File: src/rtl/cp0_pkg.sv
// rtl/cp0_pkg.sv - CP0 register numbers, field positions, exception codes and FSM encoding
package cp0_pkg;

  localparam logic [4:0] CP0_COUNT   = 5'd9;
  localparam logic [4:0] CP0_COMPARE = 5'd11;
  localparam logic [4:0] CP0_STATUS  = 5'd12;
  localparam logic [4:0] CP0_CAUSE   = 5'd13;
  localparam logic [4:0] CP0_EPC     = 5'd14;

  localparam int ST_IE     = 0;
  localparam int ST_EXL    = 1;
  localparam int ST_IM_LO  = 8;
  localparam int CA_EXC_LO = 2;
  localparam int CA_IP_LO  = 8;

  localparam logic [4:0] EXC_INT  = 5'd0;
  localparam logic [4:0] EXC_ADEL = 5'd4;
  localparam logic [4:0] EXC_ADES = 5'd5;
  localparam logic [4:0] EXC_SYS  = 5'd8;
  localparam logic [4:0] EXC_BP   = 5'd9;
  localparam logic [4:0] EXC_RI   = 5'd10;
  localparam logic [4:0] EXC_OV   = 5'd12;

  typedef enum logic {RUN = 1'b0, FLUSH = 1'b1} cp0_state_e;

  function automatic logic [31:0] status_word(logic [7:0] im, logic exl, logic ie);
    return {16'h0000, im, 6'b000000, exl, ie};
  endfunction

  function automatic logic [31:0] cause_word(logic [7:0] ip, logic [4:0] code);
    return {16'h0000, ip, 1'b0, code, 2'b00};
  endfunction

endpackage

File: src/rtl/cp0_exc_ctrl_if.sv
// rtl/cp0_exc_ctrl_if.sv - pipeline-facing signal bundle of the CP0 exception controller
interface cp0_exc_ctrl_if;
  logic [4:0]  mfc0_addr;
  logic [31:0] mfc0_data;
  logic        mtc0_we;
  logic [4:0]  mtc0_addr;
  logic [31:0] mtc0_data;
  logic        exc_req;
  logic [4:0]  exc_code;
  logic [31:0] exc_pc;
  logic        eret;
  logic [4:0]  hw_int;
  logic        exc_flush;
  logic [31:0] exc_target;
  logic [31:0] status_o;
  logic [31:0] epc_o;

  modport master (
    output mfc0_addr, mtc0_we, mtc0_addr, mtc0_data, exc_req, exc_code, exc_pc, eret, hw_int,
    input  mfc0_data, exc_flush, exc_target, status_o, epc_o
  );

  modport slave (
    input  mfc0_addr, mtc0_we, mtc0_addr, mtc0_data, exc_req, exc_code, exc_pc, eret, hw_int,
    output mfc0_data, exc_flush, exc_target, status_o, epc_o
  );
endinterface

File: src/rtl/cp0_timer.sv
// rtl/cp0_timer.sv - Count/Compare pair with the sticky timer interrupt bit (Cause.IP[15])
module cp0_timer #(
  parameter logic [31:0] COUNT_RST   = 32'h0000_0000,
  parameter logic [31:0] COMPARE_RST = 32'hFFFF_FFFF
) (
  input  logic        clk,
  input  logic        rst,
  input  logic        count_we,
  input  logic        compare_we,
  input  logic [31:0] wdata,
  output logic [31:0] count,
  output logic [31:0] compare,
  output logic        timer_ip
);

  always_ff @(posedge clk) begin
    if (rst) begin
      count    <= COUNT_RST;
      compare  <= COMPARE_RST;
      timer_ip <= 1'b0;
    end else begin
      count <= count_we ? wdata : count + 32'd1;
      // a Compare write acknowledges the timer even if it coincides with a hit
      if (compare_we) begin
        compare  <= wdata;
        timer_ip <= 1'b0;
      end else if (count == compare) begin
        timer_ip <= 1'b1;
      end
    end
  end

endmodule

File: src/rtl/cp0_exc_ctrl.sv
// rtl/cp0_exc_ctrl.sv - CP0 Status/Cause/EPC, MFC0/MTC0, exception/interrupt entry and ERET
module cp0_exc_ctrl
  import cp0_pkg::*;
#(
  parameter logic [31:0] EXC_VECTOR  = 32'h0000_0008,
  parameter logic [31:0] COUNT_RST   = 32'h0000_0000,
  parameter logic [31:0] COMPARE_RST = 32'hFFFF_FFFF
) (
  input logic            clk,
  input logic            rst,
  cp0_exc_ctrl_if.slave  bus
);

  cp0_state_e  state, state_nxt;
  logic [7:0]  im;
  logic        exl, ie;
  logic [1:0]  ip_sw;
  logic [4:0]  ip_hw;
  logic [4:0]  exc_code_q;
  logic [31:0] epc;
  logic [31:0] count, compare;
  logic        timer_ip;
  logic [7:0]  ip;
  logic        int_pend;
  logic        take_exc, take_int, take_eret, mtc0_apply;
  logic        flush_q;
  logic [31:0] target_q;

  assign ip       = {timer_ip, ip_hw, ip_sw};
  assign int_pend = |(ip & im) & ie & ~exl;

  always_comb begin
    state_nxt  = state;
    take_exc   = 1'b0;
    take_int   = 1'b0;
    take_eret  = 1'b0;
    mtc0_apply = 1'b0;
    case (state)
      RUN: begin
        if (bus.exc_req) begin
          take_exc  = 1'b1;
          state_nxt = FLUSH;
        end else if (int_pend) begin
          take_int  = 1'b1;
          state_nxt = FLUSH;
        end else if (bus.eret) begin
          take_eret = 1'b1;
          state_nxt = FLUSH;
        end else begin
          mtc0_apply = bus.mtc0_we;
        end
      end
      FLUSH:   state_nxt = RUN;
      default: state_nxt = RUN;
    endcase
  end

  always_ff @(posedge clk) begin
    if (rst) state <= RUN;
    else     state <= state_nxt;
  end

  cp0_timer #(.COUNT_RST(COUNT_RST), .COMPARE_RST(COMPARE_RST)) u_timer (
    .clk        (clk),
    .rst        (rst),
    .count_we   (mtc0_apply && bus.mtc0_addr == CP0_COUNT),
    .compare_we (mtc0_apply && bus.mtc0_addr == CP0_COMPARE),
    .wdata      (bus.mtc0_data),
    .count      (count),
    .compare    (compare),
    .timer_ip   (timer_ip)
  );

  always_ff @(posedge clk) begin
    if (rst) begin
      im         <= 8'h00;
      exl        <= 1'b0;
      ie         <= 1'b0;
      ip_sw      <= 2'b00;
      ip_hw      <= 5'b00000;
      exc_code_q <= 5'b00000;
      epc        <= 32'h0;
      flush_q    <= 1'b0;
      target_q   <= 32'h0;
    end else begin
      ip_hw   <= bus.hw_int;
      flush_q <= take_exc | take_int | take_eret;
      if (take_exc || take_int) begin
        epc        <= bus.exc_pc;
        exc_code_q <= take_exc ? bus.exc_code : EXC_INT;
        exl        <= 1'b1;
        target_q   <= EXC_VECTOR;
      end else if (take_eret) begin
        exl      <= 1'b0;
        target_q <= epc;
      end else if (mtc0_apply) begin
        case (bus.mtc0_addr)
          CP0_STATUS: begin
            im  <= bus.mtc0_data[ST_IM_LO +: 8];
            exl <= bus.mtc0_data[ST_EXL];
            ie  <= bus.mtc0_data[ST_IE];
          end
          CP0_CAUSE: ip_sw <= bus.mtc0_data[CA_IP_LO +: 2];
          CP0_EPC:   epc   <= bus.mtc0_data;
          default: ;
        endcase
      end
    end
  end

  always_comb begin
    bus.mfc0_data = 32'h0;
    case (bus.mfc0_addr)
      CP0_COUNT:   bus.mfc0_data = count;
      CP0_COMPARE: bus.mfc0_data = compare;
      CP0_STATUS:  bus.mfc0_data = status_word(im, exl, ie);
      CP0_CAUSE:   bus.mfc0_data = cause_word(ip, exc_code_q);
      CP0_EPC:     bus.mfc0_data = epc;
      default:     bus.mfc0_data = 32'h0;
    endcase
  end

  assign bus.exc_flush  = flush_q;
  assign bus.exc_target = target_q;
  assign bus.status_o   = status_word(im, exl, ie);
  assign bus.epc_o      = epc;

endmodule

File: src/flat_wrapper.sv
// flat-port wrapper written by rule: the top's interface ports become plain ports
module cp0_exc_ctrl_flat import cp0_pkg::*;
#(
  parameter logic [31:0] EXC_VECTOR  = 32'h0000_0008,
  parameter logic [31:0] COUNT_RST   = 32'h0000_0000,
  parameter logic [31:0] COMPARE_RST = 32'hFFFF_FFFF
)
  (clk, rst, bus_mfc0_addr, bus_mtc0_we, bus_mtc0_addr, bus_mtc0_data, bus_exc_req, bus_exc_code, bus_exc_pc, bus_eret, bus_hw_int, bus_mfc0_data, bus_exc_flush, bus_exc_target, bus_status_o, bus_epc_o);
  cp0_exc_ctrl_if bus_i ();
  input logic clk;
  input logic rst;
  input wire logic [$bits(bus_i.mfc0_addr)-1:0] bus_mfc0_addr;
  input wire logic [$bits(bus_i.mtc0_we)-1:0] bus_mtc0_we;
  input wire logic [$bits(bus_i.mtc0_addr)-1:0] bus_mtc0_addr;
  input wire logic [$bits(bus_i.mtc0_data)-1:0] bus_mtc0_data;
  input wire logic [$bits(bus_i.exc_req)-1:0] bus_exc_req;
  input wire logic [$bits(bus_i.exc_code)-1:0] bus_exc_code;
  input wire logic [$bits(bus_i.exc_pc)-1:0] bus_exc_pc;
  input wire logic [$bits(bus_i.eret)-1:0] bus_eret;
  input wire logic [$bits(bus_i.hw_int)-1:0] bus_hw_int;
  output wire logic [$bits(bus_i.mfc0_data)-1:0] bus_mfc0_data;
  output wire logic [$bits(bus_i.exc_flush)-1:0] bus_exc_flush;
  output wire logic [$bits(bus_i.exc_target)-1:0] bus_exc_target;
  output wire logic [$bits(bus_i.status_o)-1:0] bus_status_o;
  output wire logic [$bits(bus_i.epc_o)-1:0] bus_epc_o;
  assign bus_i.mfc0_addr = bus_mfc0_addr;
  assign bus_i.mtc0_we = bus_mtc0_we;
  assign bus_i.mtc0_addr = bus_mtc0_addr;
  assign bus_i.mtc0_data = bus_mtc0_data;
  assign bus_i.exc_req = bus_exc_req;
  assign bus_i.exc_code = bus_exc_code;
  assign bus_i.exc_pc = bus_exc_pc;
  assign bus_i.eret = bus_eret;
  assign bus_i.hw_int = bus_hw_int;
  assign bus_mfc0_data = bus_i.mfc0_data;
  assign bus_exc_flush = bus_i.exc_flush;
  assign bus_exc_target = bus_i.exc_target;
  assign bus_status_o = bus_i.status_o;
  assign bus_epc_o = bus_i.epc_o;
  cp0_exc_ctrl #(.EXC_VECTOR(EXC_VECTOR), .COUNT_RST(COUNT_RST), .COMPARE_RST(COMPARE_RST)) u_core (.clk(clk), .rst(rst), .bus(bus_i));
endmodule
File: config.mk
export PLATFORM = sky130hd
export DESIGN_NAME = cp0_exc_ctrl_flat
export DESIGN_NICKNAME = d
export VERILOG_FILES = /design/src/rtl/cp0_pkg.sv /design/src/rtl/cp0_exc_ctrl_if.sv /design/src/rtl/cp0_timer.sv /design/src/rtl/cp0_exc_ctrl.sv /design/src/flat_wrapper.sv
export SDC_FILE = /design/constraint.sdc
export NUM_CORES = 1
export LEC_CHECK = 0
export BUFFER_PORTS_ARGS = -buffer_cell sky130_fd_sc_hd__buf_2
export CAP_MARGIN = 40
export CORE_ASPECT_RATIO = 1.5
export CORE_UTILIZATION = 52
export CTS_BUF_LIST = sky130_fd_sc_hd__clkbuf_16
export DETAILED_ROUTE_END_ITERATION = 10
export PLACE_DENSITY = 0.84
export RECOVER_POWER = 50
export SLEW_MARGIN = 0
export SYNTH_ARGS = -nofsm -noshare
export SYNTH_HDL_FRONTEND = slang
export SYNTH_SLANG_ARGS = --single-unit
File: constraint.sdc
create_clock -name clk -period 2.49 [get_ports clk]
set_input_delay 0.1245 -clock clk [delete_from_list [all_inputs] [get_ports clk]]
set_output_delay 0.1245 -clock clk [all_outputs]
set_load 0.03 [all_outputs]
==> flow_summary_export.csv, run 1 <==
group,metric,value,unit
global_routing,grt_pass1_vias,7323,
layout,syn2layout_area_growth,29.16,%
synth,synthMuxAreaShare,5.841,%
power,p_per_area,607.2,nW/µm²
die,io_pins,218,
route,drt_iter0_drc,580,
sta,rsz0062_at_grt,"false",
worst_setup_path,cp_cell_sequence,"a22o_1 -> o41ai_4 -> nand2_2 -> or4_1 -> buf_4 -> a211oi_1",
sta,slew_headroom,23.76,%
worst_setup_path,cpPeakStageDelay,530,ps
route,routed_wl,24.17,mm
placed_design,io_buffers,195,
power,ir_drop,0.3882,mV
layout,nNetsFinal,1222,
die,die_h,149.5,µm
synth,syn_avg_cell_area,8.434,µm²
synth,synthAdderAreaFrac,0.1659,%
layout,antenna_cells,0,
placed_design,dpl.hpwl,16.20,mm
worst_setup_path,critical_path.endpoint_type,"flop",
sta,final.min_clock_period,2360,ps
placed_design,place_area,8661,µm²
synth,ys_seq_area_share,40.62,%
synth,synth-xor-area-share,7.202,%
clocking,cts-root-buf,"clkbuf_16",
global_routing,antenna_found_initial,0,
worst_setup_path,crit_slowest_cell,"o41ai_4",
placed_design,placed_cells,1242,
global_routing,grt_max_degree,50,
sta,setup_viol,0,
die,dieArea,14990,µm²
die,core,14060,µm²
route,vias,7558,
clocking,cts_max_level,4,
layout,drive_gt1_share,14.67,%
layout,final_cells,1337,
route,final_antenna_net_count,0,
synth,synth_edf_count,0,
synth,synth-compound-area-share,17.26,%
clocking,cts_buffer_depth,2,
global_routing,grt_use_total,31.70,%
sta,fin_skew,7.444,ps
synth,ys_ff_latch,153,
sta,fmax,0.4237,GHz
die,start_util,53.63,%
synth,synth_cells,894,
clocking,cts_tree,"done",
synth,synth_ff_type,"dfxtp_1",
worst_setup_path,cp-start-kind,"flop",
route,routedWlPerCell,18.08,µm
power,power.leakage,3.845,nW
global_routing,grt_pass1_wl,36.85,mm
route,drc,0,
clocking,numCtsBuffers,17,
synth,yosysUniqueCellTypes,47,
job,drv_cap,0,
synth,synthArstFlopShare,0,%
synth,synth_area,7540,µm²
sta,hold_viol_final,0,
clocking,clkTransAtPathRegs,60,ps
die,placementRows,53,
layout,fin_area,9738,µm²
route,dr.pass1.iters,5,
outcome,status,"finished clean",
clocking,clock_sinks,153,
sta,worst_pin_slew,1144,ps
sta,finalMaxSlewViolations,0,
synth,yosys_warnings,0,
synth,synth_simple_gate_area_share,22.72,%
die,die_x,100.3,µm
route,vias_per_cell,5.653,
sta,finalCritPeriodShare,94.78,%
worst_setup_path,cp.arrival,2690,ps
clocking,cts_resized,0,
worst_hold_path,worstHoldPathType,"input port to flop",
worst_setup_path,worstPathMaxFanout,14,
worst_setup_path,cp.required,2820,ps
worst_setup_path,criticalPathCategory,"flop to flop",
global_routing,grt_overflow_total,0,
synth,synth_top_family_by_area,"simple AND/OR/NAND/NOR gates",
placed_design,place_congestion,0.9336,
sta,fin_tns_setup,0,ps
clocking,clock_latency,430,ps
==> layer usage <==
layer	part of all wire [%]	wire (µm)	GRT usage, %
met5	0	0	0
met4	3.2	782	14.78
met3	6.9	1664	5.792
met2	51	12300	56.44
met1	39	9425	36.33
==> cells by family (layout without fill, tap and decap cells) <==
| logic type | count (synthesis) | count (layout) |
|---|---|---|
| buffers and inverters | 95 | 325 |
| multiplexers | 44 | 44 |
| other | 1 | 22 |
| flip-flops | 153 | 153 |
| AO/OA/AOI/OAI | 173 | 173 |
| XOR/XNOR | 62 | 62 |
| adder cells (fa/ha/maj) | 1 | 1 |
| AND/OR/NAND/NOR | 365 | 365 |
==> synthesized netlist by cell type (3+ instances only) <==
cell / count / area share (%)
nand4_1: 20 / 1.7
a221o_1: 38 / 5.0
nor3_1: 9 / 0.60
xor2_1: 19 / 2.2
o21ai_0: 34 / 2.3
a211oi_1: 22 / 2.2
nor2b_1: 9 / 0.75
clkbuf_1: 53 / 2.6
nand2b_1: 3 / 0.25
buf_4: 24 / 2.4
nor4_2: 3 / 0.50
and2_1: 33 / 2.7
dfxtp_1: 153 / 41
a211oi_2: 10 / 1.7
buf_1: 4 / 0.20
xnor2_1: 43 / 5.0
and3_1: 5 / 0.41
and4_1: 4 / 0.46
mux2i_1: 44 / 5.8
nand2_1: 161 / 8.0
buf_2: 7 / 0.46
nor2_1: 56 / 2.8
inv_1: 5 / 0.25
nor4_1: 5 / 0.41
a22o_1: 10 / 1.2
a2bb2oi_1: 8 / 0.93
nand3_1: 46 / 3.1
a21oi_1: 43 / 2.9
==> registers in the layout, summed over array words and instances, names as in the netlist <==
signal and cells:
u_core.bus.epc_o 32, u_core.bus.exc_target 32, u_core.u_timer.compare 32, u_core.u_timer.count 32, u_core.im 8, u_core.exc_code_q 5
u_core.ip_hw 5, u_core.ip_sw 2, u_core.bus.exc_flush 1, u_core.exl 1, u_core.ie 1, u_core.state 1
u_core.u_timer.timer_ip 1
==> critical path, delay by kind of cell, from the launching register on <==
family / cells / cell delay (ps)
flops: 1 / 330
buf+inv: 1 / 240
compound gates: 3 / 1090
simple gates: 2 / 600
==> power by group <==
part           switching [mW]  internal [mW]
combinational           0.431          0.257
clock                    1.07           1.57
sequential             0.0676           2.51
==> final timing paths <==
path	start	to	slack [ps]	cells after the start
worst max-delay path	u_core.ip_hw[3]	u_core.u_timer.count[30]	130	6
worst min-delay path	bus_exc_pc[19]	u_core.bus.epc_o[19]	10	3
worst max register to register	u_core.ip_hw[3]	u_core.u_timer.count[30]	130	6
worst min register to register	u_core.bus.exc_target[17]	u_core.bus.exc_target[17]	450	2
==> through the flow <==
stage               power, mW  utilization (%)  setup slack (ps)  hold WS (ps)
detailed placement      3.243            61.61             211.2         338.1
floorplan               3.024                -             205.4         248.3
global placement        3.237            61.61             264.2         334.9
global route            6.075            69.27             74.61         5.480
finish                  5.913            69.27             129.9         12.15
CTS                     5.925            70.28             185.7       0.08357
==> final cells by class <==
type	instances	area, µm²
fill	1163	4320
sequential	153	3063
timing repair buffer	287	1689
clock buffer	17	425.4
multi-input combinational	667	4124
inverter	6	22.52
clock inverter	15	173.9
tap	192	240.2
==> cell usage in the layout (no fill, tap or decap), types with 3 or more instances in the layout <==
master,instances
a211oi_1,22
a211oi_2,10
a21oi_1,43
a221o_1,38
a22o_1,10
a2bb2oi_1,8
and2_1,33
and3_1,5
and4_1,4
buf_2,91
buf_4,22
bufinv_16,3
clkbuf_1,108
clkbuf_16,17
clkinv_1,3
clkinvlp_4,6
conb_1,22
dfxtp_1,153
dlygate4sd3_1,63
inv_1,5
inv_6,3
mux2i_1,44
nand2_1,161
nand2b_1,3
nand3_1,46
nand4_1,20
nor2_1,55
nor2b_1,9
nor3_1,7
nor4_1,5
o21ai_0,34
xnor2_1,43
xor2_1,19
==> timing repair <==
action / CTS / global route
endpoints found under the hold margin: 72 / 1
setup buffers: 0 / 0
hold buffers: 62 / 1
Power figures use the tool's default switching activity.
==> run 2, diff against run 1 <==
--- a/config.mk
+++ b/config.mk
@@ -11,7 +11,7 @@
 export CORE_UTILIZATION = 52
 export CTS_BUF_LIST = sky130_fd_sc_hd__clkbuf_16
 export DETAILED_ROUTE_END_ITERATION = 10
-export PLACE_DENSITY = 0.84
+export PLACE_DENSITY = 0.86
 export RECOVER_POWER = 50
 export SLEW_MARGIN = 0
 export SYNTH_ARGS = -nofsm -noshare
==> run 2 against run 1 <==
Largest cell class unchanged. Die area is the same. Critical path type unchanged. First-iteration DRC count decreased by 4.5%. Clock power shrank 2%. Highest routed layer unchanged. Critical path depth is 1 higher.
==> flow_summary_export.csv, run 2 (same netlist as run 1, synthesis figures left out) <==
group,metric,value,unit
placed_design,dpl_worst_slack,234.6,ps
sta,slew_headroom,43.49,%
sta,final.min_clock_period,2327,ps
sta,fin_skew,8.219,ps
die,core,14060,µm²
placed_design,place_area,8703,µm²
route,final_antenna_net_count,0,
route,routed_wl,24.83,mm
sta,finalCritPeriodShare,93.43,%
worst_setup_path,cp.required,2810,ps
global_routing,grt_use_total,33.38,%
sta,finalMaxSlewViolations,0,
power,p_total,5.855,mW
clocking,clock_latency,430,ps
global_routing,grt_pass1_wl,38.52,mm
route,drt_iter0_drc,554,
worst_setup_path,worstPathMaxFanout,10,
layout,final_cell_mix,"nand2_1 (161), dfxtp_1 (153), clkbuf_1 (108)",
clocking,cts_tree,"done",
global_routing,antenna_found_initial,0,
die,dieArea,14990,µm²
clocking,cts_buffer_depth,2,
layout,drive_gt1_share,14.87,%
route,drc,0,
die,io_pins,218,
placed_design,place_congestion,0.9510,
layout,fin_area,9708,µm²
clocking,cts-root-buf,"clkbuf_16",
die,start_util,53.63,%
route,routedWlPerCell,18.60,µm
route,vias_per_cell,5.826,
die,placementRows,53,
worst_setup_path,cp.arrival,2650,ps
sta,layout_setup_ws,163.5,ps
layout,layout_commonest_cell,"nand2_1",
global_routing,grt_overflow_total,0,
layout,syn2layout_area_growth,28.76,%
clocking,postCtsSetupRepairBufs,0,
power,power.leakage,3.854,nW
layout,fillCellCount,1180,
die,die_x,100.3,µm
outcome,status,"finished clean",
global_routing,grt_max_degree,50,
worst_setup_path,criticalPathCategory,"flop to flop",
clocking,cts_max_level,4,
sta,worst_pin_slew,847.6,ps
power,ir_drop,0.4131,mV
worst_setup_path,critical_path.endpoint_type,"flop",
global_routing,grt_pass1_vias,7543,
die,die_h,149.5,µm
sta,fmax,0.4298,GHz
clocking,clock_sinks,153,
clocking,clkTransAtPathRegs,60,ps
sta,setup_viol,0,
layout,nNetsFinal,1221,
worst_hold_path,worstHoldPathType,"input port to flop",
placed_design,dpl.hpwl,16.32,mm
placed_design,io_buffers,195,
sta,rsz0062_at_grt,"false",
route,vias,7778,
job,drv_cap,0,
worst_setup_path,cp-start-kind,"flop",
sta,fin_tns_setup,0,ps
layout,antenna_cells,0,
sta,hold_ws,3.989,ps
sta,hold_viol_final,0,
clocking,numCtsBuffers,17,
route,dr.pass1.iters,5,
power,p_per_area,603.1,nW/µm²
run 2: worst paths after layout:
| kind | from | endpoint | slack (ps) | cells past startpoint |
|---|---|---|---|---|
| setup / recovery | u_core.ie | u_core.exl | 160 | 7 |
| hold / removal | bus_mtc0_data[8] | u_core.im[0] | 4 | 3 |
| setup reg to reg | u_core.ie | u_core.exl | 160 | 7 |
| hold reg to reg | u_core.bus.exc_target[18] | u_core.bus.exc_target[18] | 450 | 2 |
run 2: cell type report:
| type | count | area (µm²) | area share [%] |
|---|---|---|---|
| multi-input cells | 667 | 4129 | 42.53 |
| flip-flops and latches | 153 | 3063 | 31.55 |
| repair buffers | 286 | 1669 | 17.19 |
| clock buffers | 17 | 425.4 | 4.382 |
| well taps | 192 | 240.2 | 2.475 |
| clock inverters | 14 | 158.9 | 1.637 |
| inverters | 6 | 22.52 | 0.2320 |
run 2: where the power goes:
part           internal [mW]  switching [mW]  total, mW  leakage (nW)
registers               2.51          0.0670       2.58          1.24
clock network           1.56            1.03       2.59         0.281
logic                  0.253           0.435      0.688          2.33
total                   4.32            1.53       5.85          3.85
run 2: critical path, stage by stage (launching register included):
cell,delay (ps)
dfxtp_1,390
nor2b_1,380
o41a_1,340
clkbuf_1,410
nor2_1,120
buf_4,180
a22o_1,170
a31o_2,240
run 2: routing by layer:
metal	track usage, %	routed length, µm	vias up
met5	0	0	-
li1	-	-	3575
met2	57.67	12490	430
met3	6.819	2028	95
met4	21.16	1326	0
met1	37.03	8984	3678
run 2: through the flow:
stage	instances	utilization, %
floorplan	915	-
global placement	1246	61.91
detailed placement	1246	61.91
CTS	1335	70.19
global route	1335	69.05
finish	1335	69.05
run 2: what timing repair did:
item | in CTS | in global routing
hold buffers | 58 | 0
resized for setup | 0 | 0
hold endpoints to repair | 76 | 0
==> run 3, diff against run 2 <==
--- a/config.mk
+++ b/config.mk
@@ -8,12 +8,13 @@
 export BUFFER_PORTS_ARGS = -buffer_cell sky130_fd_sc_hd__buf_2
 export CAP_MARGIN = 40
 export CORE_ASPECT_RATIO = 1.5
-export CORE_UTILIZATION = 52
+export CORE_UTILIZATION = 54
 export CTS_BUF_LIST = sky130_fd_sc_hd__clkbuf_16
 export DETAILED_ROUTE_END_ITERATION = 10
-export PLACE_DENSITY = 0.86
+export PLACE_DENSITY = 0.87
 export RECOVER_POWER = 50
 export SLEW_MARGIN = 0
 export SYNTH_ARGS = -nofsm -noshare
 export SYNTH_HDL_FRONTEND = slang
+export SYNTH_HIERARCHICAL = 1
 export SYNTH_SLANG_ARGS = --single-unit
==> constraint.sdc (replaced) <==
create_clock -name clk -period 2.5 [get_ports clk]
set_input_delay 0.125 -clock clk [delete_from_list [all_inputs] [get_ports clk]]
set_output_delay 0.125 -clock clk [all_outputs]
set_load 0.03 [all_outputs]
==> run 3 against run 2 <==
The flow now finishes with violations (hold timing, capacitance limit, slew limit). Global-route usage up 0.72 points. Final cell count up 4.8%. Register-to-register slack better by 150 ps. Utilization down 0.69 points. Fmax up 6.4%. Routed wire length up 14%. Area after synthesis up 13%. Count of clock-buffer cells in the layout unchanged. Sequential cell count unchanged. Worst hold slack worse by 23 ps. Critical path type unchanged. Highest routed layer unchanged.
==> flow_summary_export.csv, run 3 <==
group,metric,value,unit
power,p_total,5.967,mW
synth,yosysTopAreaCell,"dfxtp_1",
synth,syn_avg_cell_area,8.584,µm²
worst_setup_path,path_delay_family,"buffers and inverters",
sta,layout_setup_ws,312.6,ps
synth,synthArstFlopShare,0,%
synth,ys_seq_area_share,35.86,%
global_routing,grt_pass1_vias,8233,
sta,worst_pin_slew,1714,ps
die,core,15280,µm²
sta,fmax,0.4572,GHz
global_routing,antenna_found_initial,0,
placed_design,place_congestion,0.9473,
layout,nNetsFinal,1277,
route,vias_per_cell,6.265,
die,die_h,156.0,µm
worst_setup_path,r2r_cells,6,
synth,synth_edf_count,0,
sta,hold_ws,-18.99,ps
clocking,clock_sinks,153,
worst_hold_path,worstHoldPathType,"input port to flop",
synth,synth.area.top_cells,"dfxtp_1 (36%), a211oi_2 (5.1%), a21oi_1 (4.7%)",
placed_design,io_buffers,195,
sta,hold_viol_final,1,
worst_setup_path,criticalPathCategory,"flop to flop",
clocking,cts_tree,"done",
sta,finalCritPeriodShare,87.50,%
global_routing,grt_pass1_wl,43.70,mm
worst_setup_path,crit_end,"u_core/exc_code_q[0]",
sta,slew_headroom,-14.25,%
worst_setup_path,reg2reg_slack,310,ps
die,start_util,55.90,%
sta,final.min_clock_period,2187,ps
die,placementRows,55,
worst_setup_path,cp-start-kind,"flop",
synth,yosysUniqueCellTypes,56,
synth,synth_ff_type,"dfxtp_1",
outcome,status,"finished with violations",
clocking,cts-root-buf,"clkbuf_16",
route,drt_iter0_drc,1023,
job,drv_cap,1,
worst_setup_path,cp.depth,6,
layout,final_cell_mix,"dfxtp_1 (153), clkbuf_1 (105), buf_2 (90)",
clocking,hold_buffers,48,
layout,fillCellCount,1219,
synth,synth_top_area_share,35.86,%
clocking,cts_max_level,4,
synth,ys_ff_latch,153,
clocking,postCtsSetupRepairBufs,0,
die,die_x,104.7,µm
route,drc,0,
die,io_pins,218,
die,dieArea,16330,µm²
route,routedWlPerCell,20.28,µm
synth,synth_cells,995,
clocking,numCtsBuffers,17,
placed_design,dpl.hpwl,19.62,mm
worst_setup_path,reg2reg_to,"u_core/exc_code_q[0]",
route,routed_wl,28.37,mm
layout,layout_commonest_cell,"dfxtp_1",
global_routing,grt_max_degree,79,
layout,regArea,3063,µm²
layout,antenna_cells,0,
clocking,cts_resized,0,
worst_setup_path,worstPathMaxFanout,38,
worst_setup_path,cpPeakStageDelay,610,ps
synth,yosysMostFrequentCell,"dfxtp_1",
sta,fin_skew,11.38,ps
global_routing,grt_use_total,34.11,%
worst_setup_path,reg2reg_from,"u_core/exl",
sta,setup_viol,0,
worst_setup_path,critical_path.endpoint_type,"flop",
worst_setup_path,cp.arrival,2490,ps
sta,rsz0062_at_grt,"false",
placed_design,dpl_worst_slack,448.6,ps
power,ir_drop,0.4205,mV
worst_setup_path,crit_slowest_cell,"clkbuf_1",
global_routing,grt_overflow_total,0,
synth,yosys_warnings,6,
clocking,clock_latency,430,ps
layout,drive_gt1_share,18.67,%
route,final_antenna_net_count,0,
clocking,cts_buffer_depth,2,
worst_setup_path,cp_cell_sequence,"nand2b_1 -> a41oi_2 -> clkbuf_1 -> o21ai_4 -> buf_12 -> a32o_1",
route,vias,8765,
synth,synth_area,8541,µm²
layout,syn2layout_area_growth,22.28,%
power,p_per_area,571.3,nW/µm²
layout,multi_input_area,4816,µm²
route,dr.pass1.iters,7,
worst_setup_path,cp.required,2810,ps
clocking,clkTransAtPathRegs,70,ps
outcome,violations,"hold timing, capacitance limit, slew limit",
worst_setup_path,cp.buffers_inverters,2,
sta,finalMaxSlewViolations,79,
worst_setup_path,crit_start,"u_core/exl",
synth,yosys-top-cells-count,"dfxtp_1 (153), a21oi_1 (81), nand2_1 (72)",
power,power.leakage,3.850,nW
==> run 3: changes by cell type after synthesis, moves of 30 or more <==
cell	change
nand2_1	-89
a21oi_1	+38
a221o_1	-35
a211o_1	+32
and2_1	-32
inv_1	+32
a31o_2	+31
nor2b_1	+30
==> run 3: per-layer routing <==
metal  part of all wire [%]  track usage (%)  vias up  wire length (µm)
met5                      0                0        -                 0
met4                    6.2            22.54        0              1763
met3                    9.4            6.307      146              2670
met2                     47            54.46      587             13320
met1                     37            42.00     4083             10620
li1                       -                -     3949                 -
==> run 3: worst min-delay path by stage <==
stage	from	end	slack, ps	cells past startpoint
floorplan	bus_mtc0_data[31]	u_core/u_timer/compare[31]	240	1
global route	bus_exc_pc[11]	u_core/bus.epc_o[11]	2	3
finish	bus_exc_pc[11]	u_core/bus.epc_o[11]	-20	3
global placement	bus_hw_int[0]	u_core/ip_hw[0]	330	2
detailed placement	bus_hw_int[0]	u_core/ip_hw[0]	340	2
CTS	bus_exc_pc[11]	u_core/bus.epc_o[11]	1	3
==> run 3: cell type report <==
class / instances / share of cell area, %
clock buffer: 17 / 4.073
clock inverter: 15 / 1.462
inverter: 38 / 1.366
multi-input combinational: 710 / 46.11
sequential: 153 / 29.33
tap: 199 / 2.384
timing repair buffer: 267 / 15.27
==> run 3: worst reg2reg max path: stages (launching register included) <==
cell and delay [ps]:
dfxtp_1 330, nand2b_1 220, a41oi_2 300, clkbuf_1 610, o21ai_4 90, buf_12 220
a32o_1 310
==> run 3: per-stage QoR <==
stage	instance area, µm²	setup TNS, ps	util (%)	std cells	hold WS [ps]
floorplan	8621	-153.8	-	1016	242.9
global placement	9544	0	62.47	1318	330.6
detailed placement	9572	0	62.65	1319	341.4
CTS	10630	0	69.58	1399	1.196
global route	10440	0	68.36	1399	2.496
finish	10440	0	68.36	1399	-18.99
==> run 3: where the power goes <==
group | internal [mW] | leakage [nW] | switching, mW
Clock | 1.47 | 0.269 | 1.06
Sequential | 2.51 | 1.25 | 0.0987
Combinational | 0.291 | 2.34 | 0.534
==> run 3: kinds of logic (layout without fill, tap and decap cells) <==
kind of cell	Yosys count	count (layout)	share of synthesized area [%]
AO/OA/AOI/OAI	318	318	27.78
AND/OR/NAND/NOR	273	273	17.10
flip-flops	153	153	35.86
buffers and inverters	153	337	8.717
XOR/XNOR	61	61	6.255
multiplexers	35	35	4.102
adder cells (fa/ha/maj)	1	1	0.1465
other	1	22	0.04391
